**src/rtl/warm_up_pkg.sv**
```systemverilog
// Shared state encodings and parameter defaults for the water warm-up controller.
package warm_up_pkg;

    typedef enum logic [2:0] {
        ST_IDLE = 3'd0,
        ST_HEAT = 3'd1,
        ST_HOLD = 3'd2,
        ST_DONE = 3'd3,
        ST_ERR  = 3'd4
    } warm_state_e;

    localparam int DEF_TEMP_W         = 8;
    localparam int DEF_HYST           = 2;
    localparam int DEF_HOLD_CYCLES    = 16;
    localparam int DEF_TIMEOUT_CYCLES = 1024;

    // HEAT and HOLD together form the "warm-up in progress" window.
    function automatic logic is_active(input warm_state_e s);
        return (s == ST_HEAT) || (s == ST_HOLD);
    endfunction

endpackage

```
**src/rtl/warm_up_timer.sv**
```systemverilog
// Clearable, enabled up-counter that saturates at TERMINAL and flags it.
module warm_up_timer #(
    parameter int W        = 4,
    parameter int TERMINAL = 15
) (
    input  logic clk,
    input  logic rst_n,
    input  logic clr,
    input  logic en,
    output logic tc
);

    localparam logic [W-1:0] TC_VAL = W'(TERMINAL);

    logic [W-1:0] count;

    assign tc = (count == TC_VAL);

    // NOTE: sequential state uses non-blocking (<=) so every flop samples pre-edge values.
    always_ff @(posedge clk) begin
        if (!rst_n) begin
            count <= '0;
        end else if (clr) begin
            count <= '0;
        end else if (en && !tc) begin
            count <= count + W'(1);
        end
    end

endmodule

```
**src/rtl/warm_up_ctrl.sv**
```systemverilog
// Heater warm-up FSM: heat to target, hold within a hysteresis band, then report done or timeout.
module warm_up_ctrl
    import warm_up_pkg::*;
#(
    parameter int TEMP_W         = DEF_TEMP_W,
    parameter int HYST           = DEF_HYST,
    parameter int HOLD_CYCLES    = DEF_HOLD_CYCLES,
    parameter int TIMEOUT_CYCLES = DEF_TIMEOUT_CYCLES
) (
    input  logic              clk,
    input  logic              rst_n,
    input  logic              warm_en,
    input  logic [TEMP_W-1:0] target_temp,
    input  logic [TEMP_W-1:0] cur_temp,
    output logic              heater_on,
    output logic              warm_busy,
    output logic              warm_done,
    output logic              warm_err,
    output logic [2:0]        warm_state
);

    localparam int HOLD_W = $clog2(HOLD_CYCLES + 1);
    localparam int TO_W   = $clog2(TIMEOUT_CYCLES + 1);
    localparam logic [TEMP_W-1:0] HYST_V = TEMP_W'(HYST);

    warm_state_e       state;
    warm_state_e       nxt_state;
    logic              nxt_heater;
    logic [TEMP_W-1:0] low_th;
    logic              hold_tc;
    logic              to_tc;
    logic              at_target;
    logic              below_band;

    // Lower edge of the band clamps at zero instead of wrapping for small setpoints.
    assign low_th     = (target_temp > HYST_V) ? target_temp - HYST_V : '0;
    assign at_target  = (cur_temp >= target_temp);
    assign below_band = (cur_temp < low_th);

    warm_up_timer #(.W(HOLD_W), .TERMINAL(HOLD_CYCLES - 1)) u_hold_timer (
        .clk   (clk),
        .rst_n (rst_n),
        .clr   (state != ST_HOLD),
        .en    (state == ST_HOLD),
        .tc    (hold_tc)
    );

    warm_up_timer #(.W(TO_W), .TERMINAL(TIMEOUT_CYCLES - 1)) u_timeout_timer (
        .clk   (clk),
        .rst_n (rst_n),
        .clr   (!is_active(state)),
        .en    (is_active(state)),
        .tc    (to_tc)
    );

    // NOTE: defaults first so every path assigns every output and no latch is inferred.
    always_comb begin
        nxt_state  = state;
        nxt_heater = heater_on;
        case (state)
            ST_IDLE: if (warm_en) nxt_state = ST_HEAT;
            ST_HEAT: begin
                if (!warm_en)       nxt_state = ST_IDLE;
                else if (to_tc)     nxt_state = ST_ERR;
                else if (at_target) nxt_state = ST_HOLD;
            end
            ST_HOLD: begin
                if (!warm_en)                     nxt_state = ST_IDLE;
                else if (hold_tc && !below_band)  nxt_state = ST_DONE;
                else if (to_tc)                   nxt_state = ST_ERR;
                else if (below_band)              nxt_state = ST_HEAT;
            end
            ST_DONE, ST_ERR: if (!warm_en) nxt_state = ST_IDLE;
            default: nxt_state = ST_IDLE;
        endcase

        // Heater follows the state being entered so it changes on the same edge.
        case (nxt_state)
            ST_HEAT: nxt_heater = 1'b1;
            ST_HOLD: begin
                if (at_target)       nxt_heater = 1'b0;
                else if (below_band) nxt_heater = 1'b1;
            end
            default: nxt_heater = 1'b0;
        endcase
    end

    always_ff @(posedge clk) begin
        if (!rst_n) begin
            state     <= ST_IDLE;
            heater_on <= 1'b0;
            warm_busy <= 1'b0;
            warm_done <= 1'b0;
            warm_err  <= 1'b0;
        end else begin
            state     <= nxt_state;
            heater_on <= nxt_heater;
            warm_busy <= is_active(nxt_state);
            warm_done <= (nxt_state == ST_DONE);
            warm_err  <= (nxt_state == ST_ERR);
        end
    end

    assign warm_state = state;

endmodule
```
**config.mk**
```make
export PLATFORM = sky130hd
export DESIGN_NAME = warm_up_ctrl
export DESIGN_NICKNAME = d
export VERILOG_FILES = /design/src/rtl/warm_up_pkg.sv /design/src/rtl/warm_up_timer.sv /design/src/rtl/warm_up_ctrl.sv
export SDC_FILE = /design/constraint.sdc
export NUM_CORES = 1
export LEC_CHECK = 0
export BUFFER_PORTS_ARGS = -buffer_cell sky130_fd_sc_hd__buf_2
export CORE_MARGIN = 4
export CORE_UTILIZATION = 54
export DETAILED_ROUTE_END_ITERATION = 10
export PLACE_DENSITY = 0.77
export SETUP_SLACK_MARGIN = 0.02
export SLEW_MARGIN = 20
export SYNTH_ARGS = -nofsm -noshare
export SYNTH_HDL_FRONTEND = slang
export SYNTH_SLANG_ARGS = --single-unit
export TNS_END_PERCENT = 100
```
**constraint.sdc**
```tcl
create_clock -name clk -period 3.7 [get_ports clk]
set_input_delay 0.74 -clock clk [delete_from_list [all_inputs] [get_ports clk]]
set_output_delay 0.74 -clock clk [all_outputs]
set_load 0.02 [all_outputs]
```
### Word-level counts from Yosys, hierarchy flattened

Index checks and enable logic that the tools add are counted.

* word-level logic and storage cells: 52
* register bits after elaboration: 23

* bitwise logic cells: 1
* order comparisons: 3
* reductions and logical operators: 12
* equality and inequality tests: 12
* add/subtract/negate cells: 3
* multiplexer cells: 14

Operator list (number)
* 3-bit two-way mux: 9
* 3-bit by 2-bit == test with 1-bit output (second input constant): 4
* 3-bit one-hot mux with 4 select lines: 1
* 11-bit by 1-bit adder with 11-bit output (second input constant): 1
* 11-bit by 10-bit == test with 1-bit output (second input constant): 1
* 8-bit >= comparator: 1
* 8-bit by 2-bit > comparator with 1-bit output (second input constant): 1
* 8-bit less-than comparator: 1
* 8-bit two-way mux: 1
* 8-bit by 2-bit subtractor with 8-bit output (second input constant): 1
* 3-bit by 1-bit == test with 1-bit output (second input constant): 2
* 3-bit == test (second input constant): 2
* 5-bit by 1-bit adder with 5-bit output (second input constant): 1
* 5-bit by 4-bit == test with 1-bit output (second input constant): 1
* 2-bit OR reduction: 2
* 1-bit logical AND: 3
* 1-bit zero test: 3
* 3-bit zero test: 1
* 3-bit by 2-bit inequality test with 1-bit output (second input constant): 1
* 3-bit inequality test (second input constant): 1
* 1-bit logical OR: 2
* 1-bit two-way mux: 2
* 1-bit one-hot mux with 2 select lines: 1
* 2-bit AND reduction: 1
* 1-bit NOT: 1

### Logic depth before layout (Yosys ltp)

Gate-level depths: netlist (run 1).

* depth in word-level cells: 10
* depth in mapped cells: 13
* gate-level depth less buffers: 13

### Hierarchy

Synthesis (run 1) repeated with hierarchy kept, for this count alone.

* cells, all modules: 204
* area, all modules: 1696.6 um^2

By module, submodules not included
* warm_up_ctrl: cells an instance 114, times used 1, area each 900.9 um^2
* warm_up_timer at u_timeout_timer: cells an instance 64, times used 1, area each 554.3 um^2
* warm_up_timer at u_hold_timer: cells an instance 26, times used 1, area each 241.5 um^2

### Worst setup path before layout (run 1)

No wires, ideal clock.

* path type: input to register
* start: input port target_temp[1]
* end: register warm_busy
* stages on the path: 12
* required time: 3.630 ns
* setup time: 0.070 ns
* path slack: 0.762 ns
* data arrival time: 2.869 ns
* cell sequence: inv_1 ha_1 xor2_1 nand2_1 ha_1 or4b_1 a221oi_2 o311a_4 nand3b_1 a32oi_1 or2_1 a21oi_1

* cells in the longest elaborated chain, start to end: 10
* elaborated cells between the ends (all ways): 18

RTL lines
* start: declaration: RTL line warm_up_ctrl.sv:13 `input logic [TEMP_W-1:0] target_temp,`
* 8-bit by 2-bit subtractor with 8-bit output or 8-bit by 2-bit > comparator with 1-bit output (tied branches): RTL line warm_up_ctrl.sv:36 `assign low_th = (target_temp > HYST_V) ? target_temp - HYST_V : '0;`
* 8-bit two-way mux: RTL line warm_up_ctrl.sv:36
* 8-bit less-than comparator: RTL line warm_up_ctrl.sv:38 `assign below_band = (cur_temp < low_th);`
* 3-bit two-way mux or 1-bit zero test (tied branches): RTL line warm_up_ctrl.sv:71, warm_up_ctrl.sv:69
* 3-bit two-way mux or 1-bit logical AND (tied branches): RTL line warm_up_ctrl.sv:70, warm_up_ctrl.sv:69
* 3-bit two-way mux: RTL line warm_up_ctrl.sv:69 `else if (hold_tc && !below_band) nxt_state = ST_DONE;`
* 3-bit two-way mux: RTL line warm_up_ctrl.sv:68 `if (!warm_en) nxt_state = ST_IDLE;`
* 3-bit one-hot mux with 4 select lines *: RTL line warm_up_ctrl.sv:60 `case (state)`
* 3-bit by 1-bit == test with 1-bit output or 3-bit by 2-bit == test with 1-bit output (tied branches): RTL line warm_up_pkg.sv:19 `return (s == ST_HEAT) || (s == ST_HOLD);`
* 1-bit logical OR *: RTL line warm_up_pkg.sv:19
* end signal: assignment: RTL line warm_up_ctrl.sv:98 `warm_busy <= is_active(nxt_state);`
* end: declaration: RTL line warm_up_ctrl.sv:16 `output logic warm_busy,`

Mark *: on every way between the ends. The rest lies on a longest branch, timed or not.
A chain may end at the register's enable or synchronous reset.

### Final worst setup path (run 1)

Same ends and word-level chain as after synthesis.

==> results of run 1 <==
[cell families (layout without fill, tap and decap cells)]
| logic type | Yosys count | count (layout) | share of synthesized area [%] |
|---|---|---|---|
| simple gates | 75 | 75 | 25.7 |
| compound gates | 37 | 37 | 17.3 |
| flops | 23 | 23 | 29.4 |
| fa+ha+maj | 19 | 19 | 15.2 |
| buf+inv | 14 | 41 | 3.91 |
| xor+xnor | 13 | 13 | 7.26 |
| mux | 2 | 2 | 1.28 |
[sequential cells by signal, indices dropped and copies added (netlist names)]
signal	count
warm_done	1
heater_on	1
warm_busy	1
u_timeout_timer.count	11
warm_err	1
warm_state	3
u_hold_timer.count	5
[where the power goes]
part / internal, mW / total (mW) / switching (mW)
Combinational: 0.0465 / 0.107 / 0.0604
Sequential: 0.253 / 0.258 / 0.00516
Clock: 0.0420 / 0.115 / 0.0729
Total: 0.342 / 0.480 / 0.138
[worst reg2reg max path, cell delays in order, from the launching register on]
cell	delay (ns)
dfxtp_1	0.40
ha_1	0.25
nand3_2	0.11
or4_4	0.57
and2_4	0.18
o21ai_0	0.08
a32oi_1	0.12
or2_1	0.27
a21oi_1	0.14
[cells in the mapped netlist, types with 3 or more instances]
cell      number
a21oi_1        8
a31oi_1        3
and3_1         4
dfxtp_1       23
ha_1          19
inv_1         12
nand2_1       10
nand2b_1       3
nand3_1        5
nand4_1        5
nor2_1        24
nor2b_1        6
nor3_1         3
o211ai_1       3
o21ai_0        7
xnor2_1        4
xor2_1         9
[path summary, 6_finish.rpt]
path                                  start                        end
setup / recovery             target_temp[1]                  warm_busy
hold reg to reg   u_timeout_timer.count[10]  u_timeout_timer.count[10]
hold / removal    u_timeout_timer.count[10]  u_timeout_timer.count[10]
setup reg to reg   u_timeout_timer.count[0]                  warm_busy
[cell usage in the layout, fill, tap and decap left out, drive strengths merged, types with 2 or more instances in the layout]
master  synthesis  routed
nand3b          2       2
nor2b           6       6
inv            12      12
nand2          11      11
mux2i           2       2
xor2            9       9
nor3            3       3
clkbuf          0       4
and3            4       4
o21ai           8       8
xnor2           4       4
and2            3       3
a21oi           8       8
buf             2      25
nor2           24      24
dfxtp          23      23
nand4           5       5
nand2b          3       3
a31oi           4       4
nand3           6       6
o211ai          3       3
ha             19      19
or3             2       2
a211oi          3       3
[through the flow]
step	hold slack, ns	utilization, %	cell area [um2]	power (mW)	cells
2_1_floorplan	0.446	-	1570	0.335	183
3_3_place_gp	0.456	62.2	1720	0.367	237
3_5_place_dp	0.469	62.2	1720	0.371	237
4_1_cts	0.487	63.2	1740	0.484	241
5_1_grt	0.524	63.2	1740	0.514	241
6_report	0.479	63.2	1740	0.480	241
[layer usage]
| layer | vias to the layer above | part of all wire, % | track usage, % |
|---|---|---|---|
| li1 | 715 | - | - |
| met1 | 607 | 47 | 22.6 |
| met2 | 20 | 49 | 31.7 |
| met3 | 2 | 3.4 | 4.34 |
| met4 | 0 | 0.39 | 3.94 |
| met5 | - | 0 | 0 |
[final cells by class]
cell class	instances	area (um2)	share of cell area, %
multi-input cells	146	1050	60.1
flip-flops and latches	23	460	26.4
repair buffers	25	125	7.18
inverters	12	45.0	2.59
well taps	31	38.8	2.23
clock buffers	4	26.3	1.51
==> impl_metrics.csv, run 1 <==
group,metric,value,unit
clock_tree,post-cts-setup-buffers,0,
timing,rsz0062_at_grt,"false",
detailed_routing,dr.pass1.iters,4,
power_and_ir_drop,power_density,276,mW/mm2
detailed_routing,dr.first_iter.drc_count,44,
floorplanning,pin_count,26,
synthesis,synthArstFlopShare,0,%
run,max-cap-violations,0,
worst_setup_path,crit_buf_inv,2,
worst_setup_path,cp_max_fo,5,
floorplanning,core,0.00276,mm2
detailed_routing,drt-vias-per-instance,5.58,
timing,worst_slack,0.719,ns
worst_setup_path,crit_cells,13,
detailed_routing,vias,1344,
clock_tree,cts-resized-gates,0,
synthesis,synth_edf_count,0,
worst_setup_path,end_kind,"flop",
timing,worst_slew_pin_slew,0.369,ns
clock_tree,cts_tree,"done",
floorplanning,die_width,61.9,um
grt,grt_overflow,0,
worst_setup_path,cp_slowest_cell,"or4b_1",
timing,min_period_over_period,80.6,%
timing,maxSlewViolCount,0,
timing,final_hold_viol_count,0,
synthesis,ys_seq_area_share,29.4,%
grt,track_usage,18.1,%
min_path,worstHoldPathCells,2,
layout,drive_gt1_share,17.6,%
placed_design,pre_cts_ws,0.414,ns
timing,fin_crit,2.98,ns
clock_tree,cts_buffers,3,
floorplanning,dieArea,0.00383,mm2
worst_setup_path,crit_top_cell,"ha_1",
timing,finalClockSkew,0.0207,ns
worst_setup_path,cp_slowest_stage_delay,0.50,ns
timing,slew_headroom,75.1,%
worst_setup_path,start_kind,"input port",
synthesis,synth_area,0.00157,mm2
grt,antenna_found_initial,0,
detailed_routing,ant_nets,0,
grt,grt_first_pass_wirelength,5.31,mm
timing,setup_tns,0,ns
floorplanning,die_h,61.9,um
clock_tree,clockBufferDepth,2,
synthesis,ys_ff_latch,23,
layout,syn_to_final_growth,11.1,%
power_and_ir_drop,cellLeakagePower,0.785,nW
synthesis,synth.top_cells.by_area,"dfxtp_1, ha_1, nor2_1, xor2_1, inv_1",
clock_tree,cts.clk_slew.worst_paths,0.13,ns
detailed_routing,drc,0,
placed_design,dp.final_hpwl,2.54,mm
placed_design,io_buffers,25,
synthesis,yosysTopAreaCell,"dfxtp_1",
clock_tree,cts_htree_levels,1,
layout,fillers,248,
synthesis,yosysWarnings,0,
clock_tree,clkLatencyLatePin,0.31,ns
timing,fmax,0.335,GHz
min_path,min_path_type,"flop to flop",
synthesis,syn_inst,183,
worst_setup_path,crit_chain,"buf_2 > inv_1 > ha_1 > xor2_1 > nand2_1 > ha_1 > or4b_1 > a221oi_2 > o311a_4 > nand3b_1 > a32oi_1 > or2_1 > a21oi_1",
synthesis,ys_types,47,
grt,grt_pass1_vias,1271,
layout,n_antenna_cell,0,
outcome,status,"finished clean",
grt,grt_max_degree,13,
worst_setup_path,worstSetupPathType,"input port to flop",
worst_setup_path,regToRegSetupSlack,1.53,ns
placed_design,routabilityCongestion,0.905,
timing,setup_viol,0,
worst_setup_path,cpLargestDelayFamily,"simple AND/OR/NAND/NOR gates",
detailed_routing,routed_wirelength,3.09,mm
clock_tree,cts-root-buf,"clkbuf_4",
worst_setup_path,worstPathRequired,3.96,ns
worst_setup_path,critPathArrivalTime,3.24,ns
floorplanning,num_rows,19,
clock_tree,clock_sinks,23,
worst_setup_path,reg2reg_depth,8,
synthesis,avgSynthCellArea,8.57,um2
synthesis,ys.flop_type,"dfxtp_1",
floorplanning,start_util,56.9,%
clock_tree,cts_hold_buf,0,
synthesis,synth_top_area_share,29.4,%
layout,layout.nets,249,
detailed_routing,wire_per_inst,12.8,um
power_and_ir_drop,vdd_drop_max,0.000257,V
synthesis,syn_nets,221,
Note: power is estimated with default switching activity, not from simulation.
==> run 2, diff against run 1 <==
Clock period 3.7 ns to 2.92 ns, I/O delays scaled along.
==> impl_metrics.csv, run 2 (synthesis results as in run 1) <==
group,metric,value,unit
timing,slew_headroom,72.2,%
clock_tree,cts_tree,"done",
floorplanning,dieArea,0.00383,mm2
detailed_routing,wl_met1,1.42,mm
floorplanning,start_util,56.9,%
power_and_ir_drop,clkPwrFrac,23.3,%
worst_setup_path,crit_buf_inv,2,
clock_tree,clock_sinks,23,
layout,final_cell_area,0.00186,mm2
worst_setup_path,worstSetupPathType,"input port to flop",
grt,track_usage,19.3,%
detailed_routing,ant_nets,0,
floorplanning,core,0.00276,mm2
power_and_ir_drop,vdd_drop_max,0.000367,V
min_path,min_path_type,"flop to flop",
detailed_routing,vias,1478,
clock_tree,clkLatencyLatePin,0.32,ns
run,max-cap-violations,0,
timing,final_hold_viol_count,0,
detailed_routing,drt-vias-per-instance,5.82,
power_and_ir_drop,seqPwrFrac,51.8,%
grt,grt_pass1_vias,1385,
placed_design,dpl.cell_count,250,
detailed_routing,routed_wirelength,3.44,mm
worst_setup_path,crit_cells,13,
layout,stdcell_count,254,
placed_design,routabilityCongestion,0.833,
layout,final_common_cell,"buf_2",
worst_setup_path,cp_slowest_stage_delay,0.49,ns
grt,grt_overflow,0,
grt,antenna_found_initial,0,
grt,grt_first_pass_wirelength,5.63,mm
detailed_routing,met2WireLength,1.84,mm
timing,worst_slew_pin_slew,0.412,ns
detailed_routing,dr.first_iter.drc_count,83,
timing,min_period_over_period,96.7,%
timing,fin_crit,2.82,ns
layout,drive_gt1_share,24.2,%
min_path,worstHoldPathCells,2,
layout,n_antenna_cell,0,
timing,maxSlewViolCount,0,
outcome,status,"finished clean",
power_and_ir_drop,p_int,0.446,mW
placed_design,io_buffers,25,
timing,rsz0062_at_grt,"false",
floorplanning,die_h,61.9,um
power_and_ir_drop,totalPowerFinal,0.632,mW
placed_design,dp.final_hpwl,2.81,mm
worst_setup_path,end_kind,"flop",
layout,largest_reg_flops,11,
layout,layout.nets,262,
floorplanning,die_width,61.9,um
power_and_ir_drop,power_density,341,mW/mm2
clock_tree,post-cts-setup-buffers,0,
layout,layout_common_cells,"buf_2, nor2_1, dfxtp_1",
timing,finalClockSkew,0.00480,ns
power_and_ir_drop,p_sw,0.186,mW
worst_setup_path,reg2reg_depth,8,
worst_setup_path,crit_chain,"buf_2 > inv_1 > ha_2 > xor2_1 > nand2_1 > ha_1 > or4b_1 > a221oi_2 > o311a_4 > nand3b_1 > a32oi_2 > or2_1 > o22ai_1",
worst_setup_path,regToRegSetupSlack,0.68,ns
layout,fillers,241,
detailed_routing,wire_per_inst,13.5,um
worst_setup_path,worstPathRequired,3.17,ns
floorplanning,num_rows,19,
worst_setup_path,critPathArrivalTime,3.07,ns
detailed_routing,dr.pass1.iters,4,
clock_tree,clockBufferDepth,2,
power_and_ir_drop,cellLeakagePower,0.851,nW
detailed_routing,wl_met3,131,um
placed_design,dpl_cell_area,0.00181,mm2
floorplanning,pin_count,26,
clock_tree,cts_buffers,3,
grt,grt_max_degree,14,
worst_setup_path,cpLargestDelayFamily,"simple AND/OR/NAND/NOR gates",
worst_setup_path,start_kind,"input port",
worst_setup_path,cp_slowest_cell,"or4b_1",
timing,fmax,0.354,GHz
worst_setup_path,cp_max_fo,5,
detailed_routing,highest_layer,"met4",
power_and_ir_drop,combPwrFrac,25.0,%
timing,setup_viol,0,
layout,syn_to_final_growth,18.4,%
clock_tree,cts-root-buf,"clkbuf_4",
clock_tree,cts.clk_slew.worst_paths,0.12,ns
clock_tree,cts_htree_levels,1,
layout,largest-register,"u_timeout_timer.count",
detailed_routing,drc,0,
power_and_ir_drop,swShare,29.5,%
## run 2: repair_timing
item,CTS,global route
hold buffers,0,0
resized for setup,0,4
endpoints found under the setup margin,0,2
## run 2: worst reg2reg max path, stage by stage (launching register included)
cell and delay, ns:
dfxtp_1 0.39, ha_1 0.26, nand3_2 0.12, or4_4 0.57
and2_4 0.18, o21ai_0 0.11, a32oi_2 0.11, or2_1 0.28
o22ai_1 0.15
## run 2: final cells by class
cell class | instances | area, um2 | area share [%]
clock inverters | 1 | 5.00 | 0.270
inverters | 12 | 45.0 | 2.43
clock buffers | 3 | 22.5 | 1.21
multi-input cells | 146 | 1060 | 57.2
repair buffers | 38 | 223 | 12.0
flip-flops and latches | 23 | 460 | 24.8
well taps | 31 | 38.8 | 2.09
## run 2: power by group through the flow
stage	Combinational [mW]	Sequential, mW	Clock (mW)
2_1_floorplan	0.0844	0.340	0
3_3_place_gp	0.145	0.334	0
3_5_place_dp	0.152	0.334	0
4_1_cts	0.153	0.327	0.154
5_1_grt	0.176	0.329	0.169
6_report	0.158	0.327	0.147
## run 2: worst paths after layout
check                                  from                   endpoint
setup reg to reg   u_timeout_timer.count[0]                  heater_on
setup / recovery             target_temp[2]                  heater_on
hold / removal    u_timeout_timer.count[10]  u_timeout_timer.count[10]
hold reg to reg   u_timeout_timer.count[10]  u_timeout_timer.count[10]
## run 2: per-layer routing
metal,up-vias,global-route usage [%]
li1,745,-
met5,-,0
met1,697,21.6
met4,0,5.15
met2,28,36.3
met3,8,4.55
## run 2: stage by stage
step	hold slack (ns)	setup TNS, ns	util [%]	worst slack (ns)
floorplan	0.446	0	-	0.138
global placement	0.456	-0.106	65.7	-0.0583
detailed placement	0.486	-0.387	65.7	-0.184
CTS	0.505	0	66.7	0.141
global route	0.532	0	67.3	0.00894
finish	0.522	0	67.3	0.0971
